[src/rtl/lcd_pkg.sv]
// Shared definitions for the HD44780 sequencer: FSM states, wait-select codes,
// LCD command bytes and the power-on initialisation ROM.
package lcd_pkg;

    typedef enum logic [2:0] {
        ST_PWR_WAIT,
        ST_INIT_LOAD,
        ST_SETUP,
        ST_E_HIGH,
        ST_HOLD,
        ST_EXEC_WAIT,
        ST_IDLE
    } state_t;

    typedef enum logic [1:0] {
        WAIT_CMD,
        WAIT_LONG,
        WAIT_INIT1,
        WAIT_INIT2
    } wait_sel_t;

    localparam logic [7:0] CMD_CLEAR        = 8'h01;
    localparam logic [7:0] CMD_HOME         = 8'h02;
    localparam logic [7:0] CMD_HOME_ALT     = 8'h03;
    localparam logic [7:0] CMD_FUNC_8BIT_2L = 8'h38;
    localparam logic [7:0] CMD_DISP_ON      = 8'h0C;
    localparam logic [7:0] CMD_ENTRY_INC    = 8'h06;

    localparam logic [2:0] INIT_LAST = 3'd6;

    function automatic logic [7:0] init_byte(input logic [2:0] idx);
        case (idx)
            3'd0, 3'd1, 3'd2, 3'd3: return CMD_FUNC_8BIT_2L;
            3'd4:                   return CMD_DISP_ON;
            3'd5:                   return CMD_CLEAR;
            3'd6:                   return CMD_ENTRY_INC;
            default:                return 8'h00;
        endcase
    endfunction

    function automatic wait_sel_t init_wait(input logic [2:0] idx);
        case (idx)
            3'd0:    return WAIT_INIT1;
            3'd1:    return WAIT_INIT2;
            3'd5:    return WAIT_LONG;
            default: return WAIT_CMD;
        endcase
    endfunction

    // Clear display and both return-home encodings need the long execution time.
    function automatic logic is_long_cmd(input logic rs, input logic [7:0] data);
        return !rs && (data == CMD_CLEAR || data == CMD_HOME || data == CMD_HOME_ALT);
    endfunction

endpackage

[src/rtl/lcd_delay_cnt.sv]
// Shared phase timer: loading N makes done assert on the N-th cycle of the phase
// (N of 0 behaves as 1); the count then holds at zero.
module lcd_delay_cnt #(
    parameter int CNT_W   = 24,
    parameter int RST_VAL = 1
) (
    input  logic             clk,
    input  logic             rst,
    input  logic             load,
    input  logic [CNT_W-1:0] load_val,
    output logic             done
);

    localparam logic [CNT_W-1:0] RST_CNT = CNT_W'((RST_VAL > 1) ? RST_VAL - 1 : 0);

    logic [CNT_W-1:0] cnt;

    always_ff @(posedge clk or posedge rst) begin
        if (rst) begin
            cnt <= RST_CNT;
        end else if (load) begin
            cnt <= (load_val == '0) ? '0 : load_val - CNT_W'(1);
        end else if (cnt != '0) begin
            cnt <= cnt - CNT_W'(1);
        end
    end

    assign done = (cnt == '0);

endmodule

[src/rtl/lcd_hd44780_seq.sv]
// HD44780 write sequencer: runs the power-on init ROM, then writes one host
// command/data byte at a time with setup, E pulse, hold and execution wait.
module lcd_hd44780_seq
    import lcd_pkg::*;
#(
    parameter int T_POWERUP = 3000000,
    parameter int T_SETUP   = 12,
    parameter int T_EPW     = 60,
    parameter int T_HOLD    = 4,
    parameter int T_CMD     = 8000,
    parameter int T_LONG    = 328000,
    parameter int T_INIT1   = 820000,
    parameter int T_INIT2   = 20000,
    parameter int CNT_W     = 24
) (
    input  logic       sys_clk,
    input  logic       sys_rst,
    input  logic       cmd_valid,
    output logic       cmd_ready,
    input  logic       cmd_rs,
    input  logic [7:0] cmd_data,
    output logic       init_done,
    output logic       busy,
    output logic [7:0] lcd_data,
    output logic       lcd_e,
    output logic       lcd_rs,
    output logic       lcd_rw
);

    localparam logic [CNT_W-1:0] L_SETUP = CNT_W'(T_SETUP);
    localparam logic [CNT_W-1:0] L_EPW   = CNT_W'(T_EPW);
    localparam logic [CNT_W-1:0] L_HOLD  = CNT_W'(T_HOLD);
    localparam logic [CNT_W-1:0] L_CMD   = CNT_W'(T_CMD);
    localparam logic [CNT_W-1:0] L_LONG  = CNT_W'(T_LONG);
    localparam logic [CNT_W-1:0] L_INIT1 = CNT_W'(T_INIT1);
    localparam logic [CNT_W-1:0] L_INIT2 = CNT_W'(T_INIT2);

    state_t           state;
    state_t           state_next;
    logic             cnt_load;
    logic [CNT_W-1:0] cnt_val;
    logic [CNT_W-1:0] exec_len;
    logic             cnt_done;
    logic [2:0]       init_idx;
    wait_sel_t        wait_sel;
    logic             accept;

    assign cmd_ready = (state == ST_IDLE) && init_done;
    assign accept    = cmd_valid && cmd_ready;
    assign busy      = (state != ST_IDLE);
    assign lcd_rw    = 1'b0;

    lcd_delay_cnt #(
        .CNT_W   (CNT_W),
        .RST_VAL (T_POWERUP)
    ) u_delay (
        .clk      (sys_clk),
        .rst      (sys_rst),
        .load     (cnt_load),
        .load_val (cnt_val),
        .done     (cnt_done)
    );

    always_comb begin
        exec_len = L_CMD;
        case (wait_sel)
            WAIT_LONG:  exec_len = L_LONG;
            WAIT_INIT1: exec_len = L_INIT1;
            WAIT_INIT2: exec_len = L_INIT2;
            default:    exec_len = L_CMD;
        endcase
    end

    always_ff @(posedge sys_clk or posedge sys_rst) begin
        if (sys_rst) begin
            state <= ST_PWR_WAIT;
        end else begin
            state <= state_next;
        end
    end

    // Every phase change reloads the shared timer with the length of the phase being entered.
    always_comb begin
        state_next = state;
        cnt_load   = 1'b0;
        cnt_val    = '0;
        case (state)
            ST_PWR_WAIT: begin
                if (cnt_done) begin
                    state_next = ST_INIT_LOAD;
                end
            end
            ST_INIT_LOAD: begin
                state_next = ST_SETUP;
                cnt_load   = 1'b1;
                cnt_val    = L_SETUP;
            end
            ST_SETUP: begin
                if (cnt_done) begin
                    state_next = ST_E_HIGH;
                    cnt_load   = 1'b1;
                    cnt_val    = L_EPW;
                end
            end
            ST_E_HIGH: begin
                if (cnt_done) begin
                    state_next = ST_HOLD;
                    cnt_load   = 1'b1;
                    cnt_val    = L_HOLD;
                end
            end
            ST_HOLD: begin
                if (cnt_done) begin
                    state_next = ST_EXEC_WAIT;
                    cnt_load   = 1'b1;
                    cnt_val    = exec_len;
                end
            end
            ST_EXEC_WAIT: begin
                if (cnt_done) begin
                    if (!init_done && init_idx != INIT_LAST) begin
                        state_next = ST_INIT_LOAD;
                    end else begin
                        state_next = ST_IDLE;
                    end
                end
            end
            ST_IDLE: begin
                if (accept) begin
                    state_next = ST_SETUP;
                    cnt_load   = 1'b1;
                    cnt_val    = L_SETUP;
                end
            end
            default: begin
                state_next = ST_PWR_WAIT;
            end
        endcase
    end

    // lcd_e is registered from the next state so the strobe never glitches on state decode.
    always_ff @(posedge sys_clk or posedge sys_rst) begin
        if (sys_rst) begin
            lcd_e     <= 1'b0;
            lcd_rs    <= 1'b0;
            lcd_data  <= 8'h00;
            init_done <= 1'b0;
            init_idx  <= 3'd0;
            wait_sel  <= WAIT_CMD;
        end else begin
            lcd_e <= (state_next == ST_E_HIGH);
            if (state == ST_INIT_LOAD) begin
                lcd_rs   <= 1'b0;
                lcd_data <= init_byte(init_idx);
                wait_sel <= init_wait(init_idx);
            end
            if (accept) begin
                lcd_rs   <= cmd_rs;
                lcd_data <= cmd_data;
                wait_sel <= is_long_cmd(cmd_rs, cmd_data) ? WAIT_LONG : WAIT_CMD;
            end
            if (state == ST_EXEC_WAIT && cnt_done && !init_done) begin
                if (init_idx == INIT_LAST) begin
                    init_done <= 1'b1;
                end else begin
                    init_idx <= init_idx + 3'd1;
                end
            end
        end
    end

endmodule

[config.mk]
export PLATFORM = sky130hd
export DESIGN_NAME = lcd_hd44780_seq
export DESIGN_NICKNAME = d
export VERILOG_FILES = /design/src/rtl/lcd_pkg.sv /design/src/rtl/lcd_delay_cnt.sv /design/src/rtl/lcd_hd44780_seq.sv
export SDC_FILE = /design/constraint.sdc
export NUM_CORES = 1
export LEC_CHECK = 0
export BUFFER_PORTS_ARGS = -buffer_cell sky130_fd_sc_hd__buf_2
export CAP_MARGIN = 20
export CORE_MARGIN = 3
export CORE_UTILIZATION = 43
export DETAILED_ROUTE_END_ITERATION = 10
export PLACE_DENSITY = 0.6
export SLEW_MARGIN = 20
export SYNTH_ARGS = -nofsm -noshare
export SYNTH_HDL_FRONTEND = slang
export SYNTH_SLANG_ARGS = --single-unit
[constraint.sdc]
create_clock -name sys_clk -period 6.4 [get_ports sys_clk]
set_input_delay 0.64 -clock sys_clk [delete_from_list [all_inputs] [get_ports sys_clk]]
set_output_delay 0.64 -clock sys_clk [all_outputs]
set_load 0.1 [all_outputs]
### After elaboration in Yosys (flattened, before gate mapping)

Index checks and enable logic that the tools add are counted.

* add/sub/neg operators: 3
* eq/ne operators: 21
* muxes and demuxes: 29
* bitwise logic cells: 1
* reductions and logical operators: 21

Operator list (count)
* case mux 24 bit (5 select lines): 1
* 2-to-1 mux 24 bit: 4
* case mux 20 bit (3 select lines): 1
* logical NOT 24 bit: 2
* subtractor 24 x 1 -> 24 bit, second input constant: 2
* 2-to-1 mux 3 bit: 8
* case mux 6 bit (4 select lines): 1
* nonzero test 24 bit: 1
* case mux 3 bit (7 select lines): 1
* equality test 3 bit, second input constant: 6
* equality test 8 x 2 -> 1 bit, second input constant: 2
* 2-to-1 mux 8 bit: 2
* equality test 3 x 2 -> 1 bit, second input constant: 5
* equality test 8 x 1 -> 1 bit, second input constant: 1
* equality test 3 x 1 -> 1 bit, second input constant: 2
* logical AND 1 bit: 6
* logical NOT 3 bit: 2
* 2-to-1 mux 6 bit: 1
* != test 3 bit, second input constant: 2
* case mux 2 bit (3 select lines): 1
* 2-to-1 mux 1 bit: 5
* equality test 2 bit, second input constant: 2
* 2-to-1 mux 2 bit: 2
* 2-to-1 mux 4 bit: 1
* other kinds (10): 14

* register bits after elaboration: 43
* input bits: 12
* word-level logic and storage cells: 83

### Depth between registers and ports, before layout

* word-level depth: 8
* depth in mapped cells: 12
* mapped depth without buffers: 11

### By module

A second synthesis with hierarchy kept.

* cells, all modules: 347
* area, all modules: 3170.5 µm²

Modules (own cells, without submodules)
* lcd_delay_cnt: times used 1, cells each 216, area an instance 1929.4 µm², seq. area each 619.3 µm²
* lcd_hd44780_seq: times used 1, cells each 131, area an instance 1241.2 µm², seq. area each 475.5 µm²

### Worst setup path before layout

No wires, ideal clock.

* kind: register to register
* from: register init_done
* to: register u_delay.cnt[6]
* setup time: 0.095 ns
* arrival time: 3.480 ns
* required time: 6.305 ns
* setup slack: 2.825 ns
* stages on the path, launching flop included: 10
* buffers on the path: 1
* period minus slack after synthesis: 3.575 ns
* cells stage by stage: dfrtp_1 -> and4b_1 -> nand2_1 -> nand2_1 -> nor2_1 -> ha_1 -> o22a_1 -> o22a_1 -> buf_2 -> o32ai_2

* longest elaborated chain between the ends: 7
* elaborated cells on any way between the ends: 11

Ends and longest elaborated chain
* start, declared: line lcd_hd44780_seq.sv:22 `output logic init_done,`
* start signal, assigned: line lcd_hd44780_seq.sv:147 `init_done <= 1'b0;`
* start signal, assigned: line lcd_hd44780_seq.sv:164 `init_done <= 1'b1;`
* logical AND 1 bit *: line lcd_hd44780_seq.sv:48 `assign cmd_ready = (state == ST_IDLE) && init_done;`
* named net cmd_ready: line lcd_hd44780_seq.sv:19 `output logic cmd_ready,`
* logical AND 1 bit *: line lcd_hd44780_seq.sv:49 `assign accept = cmd_valid && cmd_ready;`
* 2-to-1 mux 4 bit: line lcd_hd44780_seq.sv:129 `if (accept) begin`
* case mux 24 bit (5 select lines): line lcd_hd44780_seq.sv:87 `case (state)`
* subtractor 24 x 1 -> 24 bit or logical NOT 24 bit (tied branches): line lcd_delay_cnt.sv:22 `cnt <= (load_val == '0) ? '0 : load_val - CNT_W'(1);`
* 2-to-1 mux 24 bit: line lcd_delay_cnt.sv:22
* 2-to-1 mux 24 bit: line lcd_delay_cnt.sv:21 `end else if (load) begin`
* end signal, assigned: line lcd_delay_cnt.sv:22
* end signal, assigned: line lcd_delay_cnt.sv:24 `cnt <= cnt - CNT_W'(1);`
* end, declared: line lcd_delay_cnt.sv:16 `logic [CNT_W-1:0] cnt;`

The timed path passes the listed nets; every way through them passes the cells marked *.
A chain may end at the register's enable or synchronous reset.

### Worst setup path in the final report

* from: register u_delay.cnt[0]
* to: register u_delay.cnt[8]

* longest elaborated chain between the ends: 6
* elaborated cells on any way between the ends: 15

Ends and longest elaborated chain
* logical NOT 24 bit: line lcd_delay_cnt.sv:28 `assign done = (cnt == '0);`
* 2-to-1 mux 24 bit, or another cell as far along: line lcd_hd44780_seq.sv:113 `if (cnt_done) begin`
* case mux 24 bit (5 select lines): line lcd_hd44780_seq.sv:87
* subtractor 24 x 1 -> 24 bit or logical NOT 24 bit (tied branches): line lcd_delay_cnt.sv:22
* 2-to-1 mux 24 bit: line lcd_delay_cnt.sv:22
* 2-to-1 mux 24 bit: line lcd_delay_cnt.sv:21

Parallel ways exist; a longest one is shown, timed or not. The select of a mux whose other input is x is not followed.

==> summary.md <==
| Metric | Value |
|---|---|
| Global placement routability congestion | `0.863` |
| CTS Hold Bufs | `0` |
| Critical Path AT | `3.51 ns` |
| Remaining Overflow, GRT | `0` |
| R2R cell count | `10` |
| CP max FO | `13` |
| Finished Cell Area | `2990 µm²` |
| Primary FF master, synth | `dfrtp_1` |
| Min-Delay Path Class | `in2async` |
| Area added between synthesis and finish | `10.2%` |
| IO buf count | `24` |
| Register area | `1090 µm²` |
| Initial DRC Count | `132` |
| Placement Cell Area | `2870 µm²` |
| H-Tree Depth | `2` |
| Netlist area before placement | `2710 µm²` |
| CP max stage delay | `0.54 ns` |
| Maximum vdd drop | `0.0950 mV` |
| Syn_nets | `313` |
| FF-to-FF setup slack | `3.08 ns` |
| Clock-pin slew on the worst setup and hold paths | `0.08 ns` |
| Final Hold Viols | `0` |
| Core Footprint | `6030 µm²` |
| Final nets | `333` |
| Max Transition Viols Final | `0` |
| Clk_lat worst skew | `0.29 ns` |
| IO Pins | `26` |
| CTS Buffer Depth | `2` |
| Rel. slew slack | `38.5%` |
| Filler Cells Inserted | `579` |
| RSZ-0062 raised after global routing | `no` |
| Initial core utilization | `45.0%` |
| Largest net degree at the start of global routing | `44` |
| Syn Inst Count | `286` |
| Post-synth EDFFs | `0` |
| Vias in the first global route | `2269` |
| CP max-delay cell | `nand4_1` |
| Final ANT Viol Nets | `0` |
| Post-layout util | `49.6%` |
| Total Wirelength | `6230 µm` |
| Root Driver | `clkbuf_8` |
| Setup bufs post-CTS | `0` |
| Seq/Total Area, Yosys | `40.3%` |
| DRC errors left | `0` |
| Asr flop ratio synth | `100%` |
| CP endpoint kind | `flip-flop` |
| Synth unique cells | `61` |
| Reg-to-reg endpoint | `u_delay.cnt[8]` |
| Die Span X | `85.4 µm` |
| Vias | `2180` |
| PwrDens | `169 nW/µm²` |
| Vias per cell | `5.71` |
| Ant diodes | `0` |
| Lkg Pwr | `1.25 nW` |
| # clock sinks | `43` |
| Most frequent cells in the layout | `nand2_1, dfrtp_1, buf_2` |
| HPWL Detailed | `4720 µm` |
| All-Layer GR Usage | `18.3%` |
| Worst Setup SP | `u_delay.cnt[0]` |
| Multi-input combinational cell area | `1520 µm²` |
| Worst Tran Pin Value | `0.922 ns` |
| Worst Path Required | `6.60 ns` |
| Total number of yosys warnings | `0` |
| Crit Path Category | `reg2reg` |
| FMAX | `302 MHz` |
| Initial antenna violation count | `0` |
| Final setup viols | `0` |
| Cell chain of the critical path | `inv_1 -> ha_1 -> nor3b_2 -> nand4_1 -> nor3_1 -> nor2_1 -> ha_1 -> o22a_1 -> o22a_1 -> o311ai_1` |
| Status | `completed` |
| Layout cell share with drive strength beyond 1 | `21.2%` |
| Final setup TNS | `0 ns` |
| Post-layout min period | `3.32 ns` |
| Site row count | `28` |
| # resized after CTS | `0` |
| Worst r2r src | `u_delay.cnt[0]` |
| Die Area | `7300 µm²` |
| Wire per inst | `16.3 µm` |
| Die Height | `85.4 µm` |
| CTS tree | `done` |
| Hold_ws | `0.455 ns` |
| Max_cap viols | `0` |
| TritonRoute pass-1 iters | `4` |
| Fin crit share | `51.8%` |
| Mean Syn Cell Area | `9.49 µm²` |
| Startpoint types | `flip-flop` |
| Skew final | `0.00536 ns` |
| First-pass GRT wire length | `10800 µm` |
| Num CTS Buffers | `5` |
| FF+latch count, synth | `43` |
==> logic make-up after synthesis <==
family | share of synthesized area, %
AOI/OAI and AO/OA | 16.7
and+or+nand+nor | 23.9
other | 0.138
muxes | 0.784
adders and majority gates | 6.92
xor gates and xnor gates | 7.42
DFF | 40.3
buffers and inverters | 3.83
==> registers in the layout (all words and copies together), names as in the netlist <==
signal / cells
init_done: 1
init_idx: 3
lcd_data: 8
lcd_e: 1
lcd_rs: 1
state: 3
u_delay.cnt: 24
wait_sel: 2
==> layer usage <==
layer  routed length, µm  track usage [%]
met3                 231             3.69
met1                2920             23.9
met2                3020             30.9
met5                   0                0
met4                  64             4.89
==> synth_stat cells, drive strengths merged, types with 4 or more instances <==
master  number  area (µm²)
xor2         7        61.3
inv         11        41.3
nand2       28         105
ha          15         188
nand4        4        25.0
clkbuf       5        18.8
xnor2       16         140
nor3        10        60.1
dfstp       15         394
or3          5        36.3
nor2        21        81.3
nand3       13        77.6
dfrtp       28         701
buf          7        43.8
a21oi       13        68.8
nand2b       4        25.0
nor4        13         126
o22ai        9        56.3
o21ai       17        88.8
==> layout make-up <==
| class | count | share of cell area [%] |
|---|---|---|
| tap | 75 | 3.14 |
| inverter | 11 | 1.38 |
| clock buffer | 6 | 2.76 |
| sequential | 43 | 36.6 |
| multi-input combinational | 220 | 50.7 |
| timing repair buffer | 25 | 4.27 |
| clock inverter | 2 | 1.17 |
==> worst max-delay path by stage <==
| stage | end | cells past startpoint |
|---|---|---|
| finish | u_delay.cnt[8] | 10 |
| CTS | u_delay.cnt[6] | 10 |
| floorplan | u_delay.cnt[6] | 9 |
| detailed placement | u_delay.cnt[6] | 10 |
| global placement | u_delay.cnt[8] | 10 |
| global route | u_delay.cnt[8] | 10 |
==> where the power goes <==
group	leakage [nW]	internal, mW	switching, mW	total, mW
logic	0.682	0.00302	0.00966	0.0127
clock network	0.0612	0.126	0.0936	0.220
registers	0.511	0.272	0	0.272
==> through the flow <==
step | cells | setup slack, ns | power, mW
2_1_floorplan | 286 | 2.82 | 0.284
3_3_place_gp | 374 | 3.30 | 0.290
3_5_place_dp | 374 | 3.17 | 0.290
4_1_cts | 382 | 3.13 | 0.513
5_1_grt | 382 | 2.85 | 0.525
6_report | 382 | 3.08 | 0.505
==> worst max-delay path, delay by kind of cell (launching register included) <==
| kind | cells | cell delay, ns |
|---|---|---|
| AO/OA/AOI/OAI | 3 | 0.88 |
| flip-flops | 1 | 0.39 |
| adder cells (fa/ha/maj) | 2 | 0.40 |
| buffers and inverters | 1 | 0.09 |
| AND/OR/NAND/NOR | 4 | 1.46 |
Power figures use the tool's default switching activity.
